File: config.mk
export PLATFORM = sky130hd
export DESIGN_NAME = pid_altitude_ctrl
export DESIGN_NICKNAME = d
export VERILOG_FILES = /design/src/rtl/pid_altitude_ctrl.sv
export SDC_FILE = /design/constraint.sdc
export NUM_CORES = 1
export LEC_CHECK = 0
export CAP_MARGIN = 20
export CELL_PAD_IN_SITES_DETAIL_PLACEMENT = 1
export CELL_PAD_IN_SITES_GLOBAL_PLACEMENT = 1
export CORE_MARGIN = 8
export CORE_UTILIZATION = 24
export CTS_BUF_LIST = sky130_fd_sc_hd__clkbuf_8
export DETAILED_ROUTE_END_ITERATION = 8
export HOLD_SLACK_MARGIN = 0.15
export PLACE_DENSITY = 0.54
export REMOVE_ABC_BUFFERS = 1
export SKIP_CTS_REPAIR_TIMING = 1
export SLEW_MARGIN = 30
export SYNTH_ARGS = -nofsm -noshare
export SYNTH_HDL_FRONTEND = slang
export SYNTH_SLANG_ARGS = --single-unit
File: constraint.sdc
create_clock -name clk -period 21.6 [get_ports clk]
set_input_delay 4.32 -clock clk [delete_from_list [all_inputs] [get_ports clk]]
set_output_delay 4.32 -clock clk [all_outputs]
set_load 0.01 [all_outputs]
File: src/rtl/pid_altitude_ctrl.sv
// ---------------------------------------------------------------------------
// pid_altitude_ctrl
//   Three-stage PI altitude controller for the thrust mixer path.
//   Stage 1 registers the altitude error and the per-sample gains.
//   Stage 2 updates the saturating integrator and forms the P term.
//   Stage 3 forms the I term, adds P + I and clamps to a signed 15-bit word.
//   One sample per clock; source_data_valid pulses 3 edges after sampling.
//
//   Optional build macro: PID_ALTITUDE_ANTI_WINDUP_EN
//     When defined, the integrator holds its value for a sample whose error
//     has the same sign as the most recent output, if that output was clamped.
// ---------------------------------------------------------------------------
module pid_altitude_ctrl #(
  parameter int KP_SHIFT = 2,
  parameter int KI_SHIFT = 4,
  parameter int INT_W    = 24
) (
  input  logic               clk,
  input  logic               reset,
  input  logic               sink_data_valid,
  input  logic [7:0]         sink_command,
  input  logic [15:0]        sink_data,
  input  logic [7:0]         sink_kp,
  input  logic [7:0]         sink_ki,
  output logic               source_data_valid,
  output logic signed [14:0] source_pid
);

  // Error spans [-65535, +4080]: 18 signed bits hold it without overflow.
  localparam int ERR_W = 18;
  // Gains are zero-extended to 9 signed bits before multiplying.
  localparam int GAIN_W = 9;
  localparam int P_W    = ERR_W + GAIN_W;
  localparam int I_W    = INT_W + GAIN_W;
  // One guard bit above the wider term keeps P + I exact.
  localparam int SUM_W  = ((I_W > P_W) ? I_W : P_W) + 1;
  localparam int OUT_W  = 15;

  localparam logic signed [INT_W-1:0] INT_MAX = {1'b0, {(INT_W-1){1'b1}}};
  localparam logic signed [INT_W-1:0] INT_MIN = {1'b1, {(INT_W-1){1'b0}}};
  localparam logic signed [SUM_W-1:0] OUT_MAX = SUM_W'(16383);
  localparam logic signed [SUM_W-1:0] OUT_MIN = -SUM_W'(16384);

  // -------------------------------------------------------------------------
  // Stage 1: error and gains
  // -------------------------------------------------------------------------
  logic                    s1_valid_q;
  logic signed [ERR_W-1:0] s1_err_q;
  logic [7:0]              s1_kp_q;
  logic [7:0]              s1_ki_q;
  logic signed [ERR_W-1:0] err_d;

  // Setpoint is the coarse command scaled by 16 mm; both operands zero-extended.
  always_comb begin
    err_d = $signed({6'b0, sink_command, 4'b0}) - $signed({2'b0, sink_data});
  end

  // Capture error and gains on a qualified sample; the valid bit always advances.
  // NOTE: every clocked register uses non-blocking assignment so all stages see
  // the pre-edge values of their neighbours and the pipeline shifts in lock-step.
  always_ff @(posedge clk or negedge reset) begin
    if (!reset) begin
      s1_valid_q <= 1'b0;
      s1_err_q   <= '0;
      s1_kp_q    <= '0;
      s1_ki_q    <= '0;
    end else begin
      s1_valid_q <= sink_data_valid;
      if (sink_data_valid) begin
        s1_err_q <= err_d;
        s1_kp_q  <= sink_kp;
        s1_ki_q  <= sink_ki;
      end
    end
  end

  // -------------------------------------------------------------------------
  // Stage 2: integrator and P term
  // -------------------------------------------------------------------------
  logic                    s2_valid_q;
  logic signed [P_W-1:0]   s2_p_q;
  logic [7:0]              s2_ki_q;
  logic signed [INT_W-1:0] integ_q;
  logic signed [INT_W-1:0] integ_d;
  logic signed [INT_W:0]   integ_sum;
  logic signed [INT_W-1:0] integ_sat;
  logic                    integ_hold;
  logic signed [P_W-1:0]   p_prod;
  logic signed [P_W-1:0]   p_d;

  logic                    out_valid_q;
  logic signed [OUT_W-1:0] pid_q;

`ifdef PID_ALTITUDE_ANTI_WINDUP_EN
  logic                    out_sat_q;
  logic                    out_sat_d;

  // Hold while the last output was clamped and this error pushes the same way.
  always_comb begin
    integ_hold = out_sat_q && (s1_err_q != '0) && (s1_err_q[ERR_W-1] == pid_q[OUT_W-1]);
  end
`else
  // Without anti-windup the integrator is limited only by its own clamp.
  always_comb begin
    integ_hold = 1'b0;
  end
`endif

  // Saturating integrator update; the extra sum bit detects overflow exactly.
  // NOTE: each combinational output gets a default before any branch so no
  // path leaves it unassigned and no latch is inferred.
  always_comb begin
    integ_sum = (INT_W+1)'(integ_q) + (INT_W+1)'(s1_err_q);
    integ_sat = integ_sum[INT_W-1:0];
    if (integ_sum[INT_W] != integ_sum[INT_W-1]) begin
      integ_sat = integ_sum[INT_W] ? INT_MIN : INT_MAX;
    end
    integ_d = integ_q;
    if (s1_valid_q && !integ_hold) begin
      integ_d = integ_sat;
    end
  end

  // Proportional term: 9x18 signed product then arithmetic shift (floors).
  always_comb begin
    p_prod = $signed({1'b0, s1_kp_q}) * s1_err_q;
    p_d    = p_prod >>> KP_SHIFT;
  end

  // Stage-2 registers; integ_q then holds integrator_new for stage 3.
  always_ff @(posedge clk or negedge reset) begin
    if (!reset) begin
      s2_valid_q <= 1'b0;
      s2_p_q     <= '0;
      s2_ki_q    <= '0;
      integ_q    <= '0;
    end else begin
      s2_valid_q <= s1_valid_q;
      integ_q    <= integ_d;
      if (s1_valid_q) begin
        s2_p_q  <= p_d;
        s2_ki_q <= s1_ki_q;
      end
    end
  end

  // -------------------------------------------------------------------------
  // Stage 3: I term, sum and output clamp
  // -------------------------------------------------------------------------
  logic signed [I_W-1:0]   i_prod;
  logic signed [I_W-1:0]   i_term;
  logic signed [SUM_W-1:0] sum;
  logic signed [OUT_W-1:0] pid_d;
  logic                    pid_clamped;

  // integ_q is read before this edge's update, so it belongs to the stage-3 sample.
  always_comb begin
    i_prod      = $signed({1'b0, s2_ki_q}) * integ_q;
    i_term      = i_prod >>> KI_SHIFT;
    sum         = SUM_W'(i_term) + SUM_W'(s2_p_q);
    pid_d       = sum[OUT_W-1:0];
    pid_clamped = 1'b0;
    if (sum > OUT_MAX) begin
      pid_d       = OUT_MAX[OUT_W-1:0];
      pid_clamped = 1'b1;
    end else if (sum < OUT_MIN) begin
      pid_d       = OUT_MIN[OUT_W-1:0];
      pid_clamped = 1'b1;
    end
  end

`ifdef PID_ALTITUDE_ANTI_WINDUP_EN
  always_comb begin
    out_sat_d = pid_clamped;
  end

  // Remember whether the most recent output was clamped.
  always_ff @(posedge clk or negedge reset) begin
    if (!reset) begin
      out_sat_q <= 1'b0;
    end else if (s2_valid_q) begin
      out_sat_q <= out_sat_d;
    end
  end
`endif

  // Output register: one-cycle valid pulse, value held between pulses.
  always_ff @(posedge clk or negedge reset) begin
    if (!reset) begin
      out_valid_q <= 1'b0;
      pid_q       <= '0;
    end else begin
      out_valid_q <= s2_valid_q;
      if (s2_valid_q) begin
        pid_q <= pid_d;
      end
    end
  end

  assign source_data_valid = out_valid_q;
  assign source_pid        = pid_q;

  // The clamp flag only feeds anti-windup; keep it referenced in both builds.
  logic unused_clamped;
  assign unused_clamped = pid_clamped;

endmodule

## Word-level counts from Yosys, hierarchy flattened

Cells that the tools add are included.

| word-level totals | value |
|---|---|
| register bits after elaboration | 108 |
| bits in latches | 0 |
| bits in writable memories | 0 |
| ROM bits | 0 |
| input port bits | 43 |
| output and inout port bits | 16 |
| memories | 0 |

| operators by class | value |
|---|---|
| add/subtract/negate cells | 3 |
| multipliers | 2 |
| divide/modulo/power cells | 0 |
| $lt $le $gt $ge | 2 |
| equality and inequality tests | 1 |
| shift operators | 0 |
| multiplexer cells | 4 |
| bitwise gates (word level) | 0 |
| reductions and logical operators | 0 |

Operators with widths:

| operator | number |
|---|---|
| $mux 24 | 2 |
| $mul 9x24->33 | 1 |
| $add 29x25->30 | 1 |
| $gt 30x15->1 const B | 1 |
| $lt 30x15->1 const B | 1 |
| $mux 15 | 2 |
| $mul 9x17->26 | 1 |
| $add 24x17->25 | 1 |
| $sub 12x16->17 | 1 |
| $ne 1x1->1 | 1 |

## Depth between registers and ports, before layout

| logic depth | value |
|---|---|
| depth in word-level cells | 5 |
| depth in mapped cells | 35 |
| depth with buffers taken out | 33 |

## Worst setup path before layout

No wires, ideal clock.

| timing | value |
|---|---|
| path kind | register -> register |
| start point | register s2_ki_q[5] |
| end point | register pid_q[11], in the netlist source_pid[11] |
| setup time | 0.129 ns |
| arrival | 7.814 ns |
| required time | 21.471 ns |
| setup slack | 13.658 ns |
| stages on the path, launching flop included | 33 |
| buffers on the path | 3 |
| clock period less this slack | 7.942 ns |
| cell sequence | dfrtp_1 > clkbuf_1 > nand2_1 > fa_1 > inv_1 > fa_1 > fa_1 > inv_1 > fa_1 > inv_1 > ha_1 > o21a_1 > o21a_1 > o21ai_0 > nor2_1 > a211oi_1 > o31ai_1 > nand3_1 > nand2b_1 > xor2_1 > ha_1 > clkbuf_1 > nand2_1 > o21ai_0 > a21o_1 > a211o_1 > a21oi_1 > or4_1 > or4_4 > nor4_4 > a21oi_2 > buf_6 > a2111o_1 |

| on the way | value |
|---|---|
| cells in the longest elaborated chain, start to end | 5 |
| elaborated cells on any way between the ends | 6 |
| classes of those cells | 1 x add/sub; 1 x mul; 2 x order compare; 2 x mux |

RTL lines:

| item | line | text |
|---|---|---|
| start, declared | 82 | `logic [7:0] s2_ki_q;` |
| start signal, assigned | 142 | `s2_ki_q <= s1_ki_q;` |
| $mul 9x24->33 * | 158 | `i_prod = $signed({1'b0, s2_ki_q}) * integ_q;` |
| $add 29x25->30 * | 160 | `sum = SUM_W'(i_term) + SUM_W'(s2_p_q);` |
| $lt 30x15->1 | 166 | `end else if (sum < OUT_MIN) begin` |
| $mux 15 | 166 |  |
| $mux 15 * | 163 | `if (sum > OUT_MAX) begin` |
| end signal, assigned | 195 | `pid_q <= pid_d;` |
| end, declared | 92 | `logic signed [OUT_W-1:0] pid_q;` |

Mark *: on every way between the ends. The rest lies on a longest branch, timed or not.
A chain may end at the register's enable or synchronous reset.

## Worst setup path after layout

| timing | value |
|---|---|
| start point | register s2_ki_q[2] |
| end point | register pid_q[1], in the netlist source_pid[1] |

Same word-level chain as after synthesis.

==> flow_summary.yaml <==
floorplanning:
  initial_core_util_pct: 24.15
  rows: 103
  core_area_mm2: 0.07874
  chipHeight_um: 297.5
  die_area_mm2: 0.08849
  io_pins: 59
  die_w_um: 297.5
timing:
  fin_skew_ps: 26.14
  worst_slew_pin_slew_ps: 907.5
  finalCriticalPeriod_ps: 8996
  slew_viol_final: 0
  rsz0062_at_grt: "false"
  setup_viol: 0
  min_period_over_period_pct: 41.65
  slew_headroom_pct: 39.50
  finalHoldViolCount: 0
  fin_tns_setup_ps: 0
  fmax_mhz: 111.2
drt:
  drtAntennaViolNets: 0
  vias_per_cell: 4.516
  drcViolationCount: 0
  first_pass_iters: 4
  avgRoutedWirePerCell_um: 16.78
  detail_route.iter0.violations: 375
  routed_wl_mm: 53.72
  vias: 14456
placed_design:
  dp_hpwl_mm: 44.91
  portBuffers: 58
  gp_congestion: 0.8045
logic_synthesis:
  synth_area_mm2: 0.01901
  synth-simple-area-share_pct: 16.63
  synth_top_cell_area_share_pct: 27.37
  synth_xor_area_share_pct: 4.738
  synth_edf_count: 0
  synthDistinctLibCells: 75
  synth_top_cell_by_area: "fa_1"
  syn_area_per_cell_um2: 8.869
  synthFlopType: "dfrtp_1"
  synth_compound_area_share_pct: 12.18
  synthCells: 2144
  synth-adder-area-share_pct: 39.42
  synthArstFlopShare_pct: 100.0
  synth.yosys.seq_area_share_pct: 14.08
  ys.warnings.count: 0
  ys_seq_elements: 107
  synth_area_leaders: "fa_1 (27%), dfrtp_1 (14%), ha_1 (12%)"
  synthMuxAreaShare_pct: 3.843
  synth_top_family_by_area: "adder cells"
setup_path:
  reg2reg_slack_ps: 12600
  start_kind: "register"
  worstSetupPathType: "reg2reg"
  worstPathMaxFanout: 25
  worstSetupEndpointType: "register"
  cp.required_ps: 21990
  worstRegToRegCells: 32
  critical-path-top-delay-family: "adder cells"
  cp.arrival_ps: 9390
  cp-startpoint: "s2_ki_q[2]"
  cp-endpoint: "source_pid[1]"
  cpMaxStageDelayCell: "dfrtp_1"
  cp.depth: 32
  cp_num_buf_inv: 3
  timing.rr.end: "source_pid[1]"
  r2r_start: "s2_ki_q[2]"
  crit_path_max_incr_delay_ps: 880
  crit_top_cell: "fa_1"
global_routing:
  antenna_found_initial: 1
  grt_pass1_vias: 16446
  grt_max_degree: 67
  overflow: 0
  grt.total_usage_pct: 12.38
  grt_pass1_wl_mm: 89.62
finish:
  area_delta_synth_final_pct: 9.857
  drive_above_1_share_pct: 5.165
  final_common_cell: "inv_1"
  final_cell_mix: "inv_1 (384), fa_1 (260), nand2_1 (200), and2_1 (192), ha_1 (179)"
  multi_input_area_mm2: 0.01462
  nets: 2626
  seqCellArea_mm2: 0.002679
  fillers: 9181
clock_tree:
  cts_tree: "built"
  clkSlewWorstSetupHoldPaths_ps: 130
  clk_latency_ps: 460
  htree_levels: 3
  root_buffer: "clkbuf_8"
  clock_path_buffers: 2
  clock_sinks: 107
  cts_buffers: 9
run:
  drv_cap: 0
worst_hold_path:
  min_path_type: "reg2reg"
outcome:
  status: "completed"
## synth_stat cells (all sizes together) (6+ instances only)
library cell	instances
inv	384
fa	260
nand2	200
and2	192
ha	179
dfrtp	107
a21oi	94
nor2	83
o21ai	67
xnor2	65
mux2	64
clkbuf	61
a21o	46
nor3	38
xor2	37
nand3	20
o2bb2ai	19
nor2b	17
o21a	16
a211oi	15
a31oi	14
buf	14
nand4	14
or3	14
nand2b	13
o211ai	10
o21bai	9
nor4	7
o31ai	6
## through the flow
step                      cell area, um^2  std cells  hold slack [ps]  util [%]  setup WS [ps]
final                               20890       3201            500.0     26.53          12600
after global routing                20890       3200            526.8     26.53          11860
after CTS                           20880       3199            511.1     26.51          12510
after detailed placement            20660       3183            480.1     26.24          12570
after global placement              20660       3183            490.1     26.24          12850
after floorplan                     18720       2069            459.4         -          13770
## flip-flops by register name, indices dropped and copies added (netlist names), 8 cells and up
| name | flops |
|---|---|
| integ_q | 24 |
| source_pid | 15 |
| s2_ki_q | 8 |
| s1_kp_q | 8 |
| s2_p_q | 24 |
| s1_err_q | 17 |
| s1_ki_q | 8 |
## area by class of cell
cell class              count  share of cell area, %
clock buffers               9                 0.5930
clock inverters             7                 0.4253
repair buffers             64                  2.977
diodes                      2                0.02396
multi-input cells        1578                  69.97
inverters                 384                  6.900
well taps                1050                  6.289
flip-flops and latches    107                  12.82
## per-layer routing
layer	track usage, %	share of wire [%]
met5	0	0
met4	3.182	2.0
met3	1.178	1.5
met2	21.53	48
met1	16.34	48
## how the worst min path moves through the flow
stage / start / to / cells after the start
2_1_floorplan: s2_p_q[3] / s2_p_q[3] / 2
4_1_cts: s2_p_q[6] / s2_p_q[6] / 1
3_3_place_gp: s2_p_q[3] / s2_p_q[3] / 2
6_report: source_pid[14] / source_pid[14] / 1
5_1_grt: source_pid[14] / source_pid[14] / 1
3_5_place_dp: source_pid[14] / source_pid[14] / 1
## kinds of logic after synthesis
kind of cell,after synthesis
buf+inv,459
simple gates,622
xor+xnor,102
flops,107
compound gates,345
mux,65
fa+ha+maj,444
Power is not shown: default switching activity piles up to over one toggle a cycle in this logic, so the estimate is an artifact.
